$ cat config.mk
export PLATFORM = sky130hd
export DESIGN_NAME = div_iter
export DESIGN_NICKNAME = d
export VERILOG_FILES = /design/src/rtl/div_iter_pkg.sv /design/src/rtl/div_iter.sv
export SDC_FILE = /design/constraint.sdc
export NUM_CORES = 1
export LEC_CHECK = 0
export CELL_PAD_IN_SITES_DETAIL_PLACEMENT = 1
export CELL_PAD_IN_SITES_GLOBAL_PLACEMENT = 1
export CORE_MARGIN = 2
export CORE_UTILIZATION = 48
export DETAILED_ROUTE_END_ITERATION = 10
export DONT_BUFFER_PORTS = 1
export PLACE_DENSITY_LB_ADDON = 0.05
export REMOVE_ABC_BUFFERS = 1
export SKIP_CTS_REPAIR_TIMING = 1
export SLEW_MARGIN = 20
export SYNTH_ARGS = -nofsm -noshare
export SYNTH_HDL_FRONTEND = slang
export SYNTH_SLANG_ARGS = --single-unit
$ cat constraint.sdc
create_clock -name clock -period 9.1 [get_ports clock]
set_input_delay 0.91 -clock clock [delete_from_list [all_inputs] [get_ports clock]]
set_output_delay 0.91 -clock clock [all_outputs]
set_load 0.005 [all_outputs]
$ cat src/rtl/div_iter_pkg.sv
// Shared types and constants for the iterative radix-2 divider.
// Imported by the divider and by the execute stage that decodes div ops.
package div_iter_pkg;

  typedef enum logic [1:0] {
    DIV_IDLE = 2'd0,
    DIV_CALC = 2'd1,
    DIV_DONE = 2'd2
  } div_state_e;

  localparam logic [6:0] DIV_ITER_64 = 7'd64;
  localparam logic [6:0] DIV_ITER_32 = 7'd32;

  function automatic logic [63:0] sext32(
    input logic [31:0] v
  );
    return {{32{v[31]}}, v};
  endfunction

  function automatic logic [63:0] fin_res(
    input logic [63:0] v,
    input logic        word
  );
    return word ? sext32(v[31:0]) : v;
  endfunction

endpackage

$ cat src/rtl/div_iter.sv
// Iterative restoring divider for the RV64M div/rem group.
// One quotient bit per cycle; special cases resolve without iterating.
module div_iter
  import div_iter_pkg::*;
#(
  parameter int XLEN = 64
) (
  input  logic            clock,
  input  logic            reset,
  input  logic            start_i,
  input  logic            is_signed_i,
  input  logic            is_word_i,
  input  logic            is_rem_i,
  input  logic [XLEN-1:0] dividend_i,
  input  logic [XLEN-1:0] divisor_i,
  input  logic            flush_i,
  output logic            busy_o,
  output logic            done_o,
  output logic [XLEN-1:0] result_o
);

  div_state_e      state_q;
  logic [6:0]      cnt_q;
  logic [XLEN-1:0] rem_q;
  logic [XLEN-1:0] quo_q;
  logic [XLEN-1:0] dvs_q;
  logic            qneg_q;
  logic            rneg_q;
  logic            word_q;
  logic            sel_rem_q;
  logic            busy_q;
  logic            done_q;
  logic [XLEN-1:0] result_q;

  logic            a_neg;
  logic            b_neg;
  logic            special;
  logic [XLEN-1:0] a_ext;
  logic [XLEN-1:0] b_ext;
  logic [XLEN-1:0] a_abs;
  logic [XLEN-1:0] b_abs;
  logic [XLEN-1:0] min_v;
  logic [XLEN-1:0] spec_q;
  logic [XLEN-1:0] spec_r;
  logic [XLEN-1:0] spec_res;

  logic [XLEN:0]   r_sh;
  logic [XLEN:0]   diff;
  logic            ge;
  logic [XLEN-1:0] rem_d;
  logic [XLEN-1:0] quo_d;
  logic [XLEN-1:0] q_fin;
  logic [XLEN-1:0] r_fin;
  logic [XLEN-1:0] calc_res;

  // Operand preparation and the no-iteration special cases.
  always_comb begin
    a_ext = dividend_i;
    b_ext = divisor_i;
    if (is_word_i) begin
      a_ext = is_signed_i ? sext32(dividend_i[31:0])
                          : {32'b0, dividend_i[31:0]};
      b_ext = is_signed_i ? sext32(divisor_i[31:0])
                          : {32'b0, divisor_i[31:0]};
    end
    a_neg = is_signed_i & a_ext[XLEN-1];
    b_neg = is_signed_i & b_ext[XLEN-1];
    a_abs = a_neg ? -a_ext : a_ext;
    b_abs = b_neg ? -b_ext : b_ext;
    min_v = is_word_i ? 64'hFFFF_FFFF_8000_0000
                      : 64'h8000_0000_0000_0000;
    spec_q  = a_ext;
    spec_r  = '0;
    special = 1'b0;
    if (b_ext == '0) begin
      spec_q  = '1;
      spec_r  = a_ext;
      special = 1'b1;
    end else if (is_signed_i && a_ext == min_v && (&b_ext)) begin
      special = 1'b1;
    end
    spec_res = fin_res(is_rem_i ? spec_r : spec_q, is_word_i);
  end

  // One compare-subtract step plus sign fix-up of its outcome.
  always_comb begin
    r_sh  = {rem_q, quo_q[XLEN-1]};
    diff  = r_sh - {1'b0, dvs_q};
    ge    = ~diff[XLEN];
    rem_d = ge ? diff[XLEN-1:0] : r_sh[XLEN-1:0];
    quo_d = {quo_q[XLEN-2:0], ge};
    q_fin = qneg_q ? -quo_d : quo_d;
    r_fin = rneg_q ? -rem_d : rem_d;
    calc_res = fin_res(sel_rem_q ? r_fin : q_fin, word_q);
  end

  always_ff @(posedge clock) begin
    if (reset) begin
      state_q   <= DIV_IDLE;
      cnt_q     <= '0;
      rem_q     <= '0;
      quo_q     <= '0;
      dvs_q     <= '0;
      qneg_q    <= 1'b0;
      rneg_q    <= 1'b0;
      word_q    <= 1'b0;
      sel_rem_q <= 1'b0;
      busy_q    <= 1'b0;
      done_q    <= 1'b0;
      result_q  <= '0;
    end else if (flush_i) begin
      state_q <= DIV_IDLE;
      busy_q  <= 1'b0;
      done_q  <= 1'b0;
    end else begin
      unique case (state_q)
        DIV_IDLE: begin
          busy_q <= 1'b0;
          done_q <= 1'b0;
          if (start_i) begin
            busy_q    <= 1'b1;
            word_q    <= is_word_i;
            sel_rem_q <= is_rem_i;
            qneg_q    <= a_neg ^ b_neg;
            rneg_q    <= a_neg;
            if (special) begin
              result_q <= spec_res;
              done_q   <= 1'b1;
              state_q  <= DIV_DONE;
            end else begin
              rem_q   <= '0;
              quo_q   <= is_word_i ? (a_abs << 32) : a_abs;
              dvs_q   <= b_abs;
              cnt_q   <= is_word_i ? DIV_ITER_32 : DIV_ITER_64;
              state_q <= DIV_CALC;
            end
          end
        end
        DIV_CALC: begin
          rem_q <= rem_d;
          quo_q <= quo_d;
          cnt_q <= cnt_q - 7'd1;
          if (cnt_q == 7'd1) begin
            result_q <= calc_res;
            done_q   <= 1'b1;
            state_q  <= DIV_DONE;
          end
        end
        DIV_DONE: begin
          busy_q  <= 1'b0;
          done_q  <= 1'b0;
          state_q <= DIV_IDLE;
        end
        default: begin
          busy_q  <= 1'b0;
          done_q  <= 1'b0;
          state_q <= DIV_IDLE;
        end
      endcase
    end
  end

  assign busy_o   = busy_q;
  assign done_o   = done_q;
  assign result_o = result_q;

endmodule

* After elaboration in Yosys (flattened, before gate mapping) *
Cells that the tools add are included.

word-level totals
  logic and storage cells = 86
  input bits = 135
  output and inout port bits = 66
  register bits after elaboration = 271

operators by class
  reduce and logical (&&, ||, !) cells = 12
  muxes and demuxes = 43
  add/subtract/negate cells = 6
  equality and inequality tests = 7
  bitwise operators = 6

operators with widths
  operator               number
  $mux W64               23
  $pmux W64 S2           3
  $neg A64 Y64           4
  $sub A65 B64 Y65       1
  $eq A64 B64 Y1         1
  $logic_not A64 Y1      1
  $reduce_and A64 Y1     1
  $mux W63               1
  $mux W7                3
  $pmux W7 S2            1
  $ne A2 B2 Y1 const B   4
  $reduce_and A4 Y1      2
  $eq A7 B1 Y1 const B   1
  $sub A7 B1 Y7 const B  1
  $mux W1                6
  $mux W2                3
  $reduce_and A5 Y1      1
  $pmux W1 S2            2
  $pmux W2 S2            1
  $not A1 Y1             3
  $reduce_and A3 Y1      1
  $and A1 B1 Y1          2
  $eq A2 B1 Y1 const B   1
  $logic_and A1 B1 Y1    2
  5 further kinds        5

* Longest topological paths before layout *
  depth in word-level cells = 10
  gate-level depth with buffers = 32
  depth with buffers taken out = 25

* Worst setup path after synthesis *
Ideal clock, no wire load.

  path type = reg-to-reg
  from = reg quo_q[63]
  to = reg result_q[56], in the netlist result_o[56]
  stages on the path, launching flop included = 31
  required time = 8,969 ps
  setup slack = 2,703 ps
  arrival = 6,266 ps
  setup time = 131 ps
  path buffers = 7
  period minus slack after synthesis = 6,397 ps
  cells stage by stage = dfxtp_1 > inv_1 > ha_1 > fa_1 > and2b_1 > o2111ai_2 > a21boi_1 > o2111ai_1 > a21oi_1 > or2_0 > clkbuf_1 > nor2_2 > buf_4 > inv_2 > buf_2 > buf_4 > buf_2 > buf_2 > ha_1 > nand3_1 > or3_1 > clkbuf_1 > or4_1 > or3_1 > or3_4 > or3_4 > o21ai_1 > xnor2_1 > a21oi_1 > a2bb2oi_1 > o31ai_1

between the ends
  cells in the longest elaborated chain, start to end = 8
  elaborated cells between the ends (all ways) = 11
  those cells by class = 3 x add/sub; 7 x mux; 1 x bitwise

ends and longest elaborated chain
  element                                 RTL line                        RTL
  start, declared                         div_iter.sv:25                  logic [XLEN-1:0] quo_q;
  start signal, assigned                  div_iter.sv:132                 quo_q <= is_word_i ? (a_abs << 32) : a_abs;
  start signal, assigned                  div_iter.sv:141                 quo_q <= quo_d;
  $sub A65 B64 Y65                        div_iter.sv:88                  diff = r_sh - {1'b0, dvs_q};
  $mux W64 or $not A1 Y1 (tied branches)  div_iter.sv:90, div_iter.sv:89
  $neg A64 Y64, on equally long branches  div_iter.sv:93, div_iter.sv:92
  $mux W64, on equally long branches      div_iter.sv:93, div_iter.sv:92
  $mux W64 (*)                            div_iter.sv:94                  calc_res = fin_res(sel_rem_q ? r_fin : q_fin, word_q);
  $mux W64 (*)                            div_iter_pkg.sv:24              return word ? sext32(v[31:0]) : v;
  $mux W64 (*)                            div_iter.sv:143                 if (cnt_q == 7'd1) begin
  $pmux W64 S2 (*)                        div_iter.sv:116                 unique case (state_q)
  end signal, assigned                    div_iter.sv:127                 result_q <= spec_res;
  end signal, assigned                    div_iter.sv:144                 result_q <= calc_res;
  end, declared                           div_iter.sv:33                  logic [XLEN-1:0] result_q;

Mark *: on every way between the ends. The rest lies on a longest branch, timed or not. The select of a mux whose other input is x is not followed.
A chain may end at the register's enable or synchronous reset.

* Final worst setup path *
Same ends and word-level chain as after synthesis.

==> run summary <==
Timing
- 0.0218 ns — clk_skew
- 0.0681 — Slew Limit Headroom
- false — unrepaired setup endpoints after global routing
- 6.90 ns — post-layout min period
- 0.758 — ratio of final minimum period to clock period
- 1.40 ns — worst-margin pin slew
- 0.430 ns — WHS
- 0 ns — total negative slack for setup checks
- 145 MHz — fmax
- 2.20 ns — Final Worst Setup Slack
- 0 — number of endpoints with negative hold slack in the final report
- 0 — number of pins with negative max-slew slack in the final report
- 0 — setup violation total in the final timing report

Clocking
- 3 — number of buffers between clock root and the deepest sink
- sky130_fd_sc_hd__clkbuf_16 — Root Driver
- 2 — number of H-tree branching levels
- 37 — number of clock buffers inserted by TritonCTS
- 271 — clock sinks
- done — clock tree from TritonCTS
- 0.06 ns — clock edge transition at the registers on the reported setup and hold paths
- 0.57 ns — clock latency at the later pin of the worst-skew pair

Synthesis
- 0.307 — Compound-Gate Fraction of Synth Area
- 271 — flip-flop and latch count after synthesis
- 6.91 sq um — average cell area after synthesis
- 0 — Yosys warning total
- 0.0236 — share of cell area taken by muxes after synthesis
- 0 — Post-synth EDFFs
- 0.265 — simple-gate share of the synthesized area
- 0.0854 — synthesized-area fraction occupied by xor and xnor cells
- 3,696 — cell count after synthesis
- compound AO/OA/AOI/OAI gates — dominant combinational cell family by area after synthesis
- 0.0489 — synthesized-area fraction occupied by adder cells
- sky130_fd_sc_hd__dfxtp_1 — flip-flop cell with the highest count after synthesis
- 103 — Unique masters post-synth
- 0.0255 sq mm — Mapped Area
- 0 — share of synthesized registers carrying an async set or reset
- 0.212 — share of synthesized area occupied by flip-flops and latches

Worst hold path
- in -> reg — worst min path class

Pwr
- 0.341 — sequential power share
- 9.87 nW — standby leakage power
- 2.45 mW — Int Power
- 140 mW/mm^2 — Pwr per Cell Area
- 0.267 — combinational cell fraction of total power
- 1.34 mW — net load switching power
- 0.000150 V — peak ir drop on the vdd network
- 0.393 — part of the power in the clock network
- 0.354 — Net Sw Frac

Placed design
- 89.0 mm — Detail Placement HPWL
- 0.975 — routability-driven placement congestion ratio
- 2.43 ns — minimum setup slack after placement
- 0 — port buffer count

Route
- 0 — antenna violation net count after detailed routing
- 29,427 — total via count in the routed design
- 6 — First-pass DRT Iterations
- 3,043 — number of design-rule violations left by the first detailed-router iteration
- 117 mm — final wirelength
- 27.8 um — mean routed wirelength per cell
- 0 — Remaining DRCs
- 6.98 — vias per cell

Floorplan
- 0.0526 sq mm — Core Box Area
- 201 — Ports
- 0.0551 sq mm — area of the die
- 235 um — die span in y
- 84 — # rows
- 235 um — Chip Width
- 0.486 — starting utilization of the core area

Setup path
- register — Worst Setup Start Kind
- 9.52 ns — required time reported for the critical path endpoint
- 24 — Critical Path Fanout Max
- register — Worst setup EP type
- 7.31 ns — crit path DAT
- reg -> reg — category of the critical setup timing path

GRT
- 0 — GRT overflow
- 0.405 — GRT Resource Usage Total
- 176 mm — first-pass GRT wire length
- 29,052 — vias in the first global route
- 1 — number of antenna violations at the first check in global routing
- 241 — maximum number of pins on one net before global-route repair

Cells and area
- 0.0188 sq mm — area taken by multi-input logic gates
- sky130_fd_sc_hd__nor2_1 — most frequent standard cell in the layout excluding fill and tap cells
- 0.00543 sq mm — FF+latch area
- 0 — ant diodes
- 0.0482 — share of post-route cells with drive strength above 1
- 3,710 — number of nets at the end of the flow
- 6,827 — number of inserted filler cells in the final layout
- 5.65% — Layout area overhead
- sky130_fd_sc_hd__nor2_1, sky130_fd_sc_hd__nand2_1, sky130_fd_sc_hd__a21oi_1 — commonest cells after routing, fill and taps aside

Outcome
- finished, final reports clean — result of the run

Flow run
- 0 — max-capacitance violation count

[synth_stat cells, types with 13 or more instances]
cell type                  instances  share of area
sky130_fd_sc_hd__a211o_1          17         0.0058
sky130_fd_sc_hd__a211oi_1        111          0.033
sky130_fd_sc_hd__a21o_1           23         0.0068
sky130_fd_sc_hd__a21oi_1         315          0.062
sky130_fd_sc_hd__a221oi_1         24         0.0082
sky130_fd_sc_hd__a22oi_1          38          0.011
sky130_fd_sc_hd__a311oi_1         31          0.011
sky130_fd_sc_hd__a31oi_1          40         0.0098
sky130_fd_sc_hd__a32o_1           13         0.0051
sky130_fd_sc_hd__and2_1           23         0.0056
sky130_fd_sc_hd__and3_1           17         0.0042
sky130_fd_sc_hd__and4_1           18         0.0062
sky130_fd_sc_hd__buf_1            15         0.0022
sky130_fd_sc_hd__buf_2            21         0.0041
sky130_fd_sc_hd__clkbuf_1        232          0.034
sky130_fd_sc_hd__dfxtp_1         271           0.21
sky130_fd_sc_hd__ha_1             71          0.035
sky130_fd_sc_hd__inv_1           108          0.016
sky130_fd_sc_hd__maj3_1           34          0.013
sky130_fd_sc_hd__mux2i_1          49          0.019
sky130_fd_sc_hd__nand2_1         367          0.054
sky130_fd_sc_hd__nand2b_1         14         0.0034
sky130_fd_sc_hd__nand3_1          63          0.012
sky130_fd_sc_hd__nand4_1          64          0.016
sky130_fd_sc_hd__nor2_1          524          0.077
sky130_fd_sc_hd__nor2b_1          29         0.0071
sky130_fd_sc_hd__nor3_1          133          0.026
sky130_fd_sc_hd__nor4_1           50          0.012
sky130_fd_sc_hd__o211ai_1         70          0.021
sky130_fd_sc_hd__o21a_1           21         0.0062
sky130_fd_sc_hd__o21ai_0         231          0.045
sky130_fd_sc_hd__o21ai_1          16         0.0031
sky130_fd_sc_hd__o21bai_1         13         0.0038
sky130_fd_sc_hd__o31ai_1          55          0.016
sky130_fd_sc_hd__o41ai_1          26         0.0089
sky130_fd_sc_hd__or3_1            55          0.013
sky130_fd_sc_hd__or4_1            24         0.0071
sky130_fd_sc_hd__xnor2_1         137          0.047
sky130_fd_sc_hd__xor2_1          112          0.038
[area by class of cell]
type                       instances  share of cell area
multi-input combinational       3043               0.696
sequential                       271               0.201
clock buffer                      52              0.0401
tap                              688              0.0319
inverter                         111              0.0154
timing repair buffer              39              0.0111
clock inverter                    13             0.00477
[worst paths after layout]
kind         cells after the start            to       from  slack, ns
min reg2reg                      2     dvs_q[47]  dvs_q[47]       0.45
max reg2reg                     24  result_o[56]  quo_q[63]       2.20
min                              1    state_q[0]    flush_i       0.43
max                             24  result_o[56]  quo_q[63]       2.20
[registers in the layout, summed over array words and instances, names as in the netlist]
signal / count
word_q: 1
sel_rem_q: 1
busy_o: 1
result_o: 64
qneg_q: 1
cnt_q: 7
state_q: 2
dvs_q: 64
rem_q: 64
done_o: 1
quo_q: 64
rneg_q: 1
[critical path, stage by stage (launching register included)]
cell and delay, ns:
sky130_fd_sc_hd__dfxtp_1 0.33, sky130_fd_sc_hd__inv_1 0.06, sky130_fd_sc_hd__ha_1 0.23, sky130_fd_sc_hd__fa_1 0.43
sky130_fd_sc_hd__and2b_1 0.31, sky130_fd_sc_hd__o2111ai_2 0.15, sky130_fd_sc_hd__a21boi_1 0.50, sky130_fd_sc_hd__o2111ai_1 0.45
sky130_fd_sc_hd__a21oi_1 0.32, sky130_fd_sc_hd__or2_0 0.14, sky130_fd_sc_hd__buf_4 0.31, sky130_fd_sc_hd__nor2_4 0.05
sky130_fd_sc_hd__inv_2 0.19, sky130_fd_sc_hd__ha_1 0.26, sky130_fd_sc_hd__nand3_1 0.16, sky130_fd_sc_hd__or3_1 0.48
sky130_fd_sc_hd__or4_1 0.49, sky130_fd_sc_hd__or3_1 0.42, sky130_fd_sc_hd__or3_4 0.40, sky130_fd_sc_hd__or3_4 0.38
sky130_fd_sc_hd__o21ai_1 0.17, sky130_fd_sc_hd__xnor2_1 0.08, sky130_fd_sc_hd__a21oi_1 0.15, sky130_fd_sc_hd__a2bb2oi_1 0.19
sky130_fd_sc_hd__o31ai_1 0.09
[logic make-up after synthesis]
| family | after synthesis |
|---|---|
| xor gates and xnor gates | 249 |
| muxes | 59 |
| adders and majority gates | 106 |
| DFF | 271 |
| AOI/OAI and AO/OA | 1186 |
| buffers and inverters | 382 |
| and+or+nand+nor | 1443 |
[routing by layer]
layer / routed length [um] / vias to the layer above / part of all wire / track usage
li1: - / 13210 / - / -
met1: 46100 / 14574 / 0.39 / 0.497
met2: 53400 / 1318 / 0.46 / 0.651
met3: 10100 / 323 / 0.086 / 0.0889
met4: 7460 / 2 / 0.064 / 0.234
met5: 13 / - / 0.00011 / 0
[power groups by stage]
stage | combinational [mW] | sequential, mW | clock [mW]
after CTS | 0.978 | 1.29 | 1.50
after global placement | 0.942 | 1.31 | 0
after global routing | 1.08 | 1.29 | 1.54
final | 1.01 | 1.29 | 1.49
after floorplan | 0.661 | 1.30 | 0
after detailed placement | 0.969 | 1.31 | 0
[per-stage QoR]
stage	total power [mW]	std cells	cell area (sq um)	utilization
finish	3.79	4217	27000	0.514
global route	3.92	4217	27000	0.514
detailed placement	2.28	4151	25800	0.490
global placement	2.25	4151	25800	0.490
floorplan	1.96	3425	24500	-
CTS	3.77	4216	27000	0.513
No activity file was read; power rests on OpenSTA's default activity.
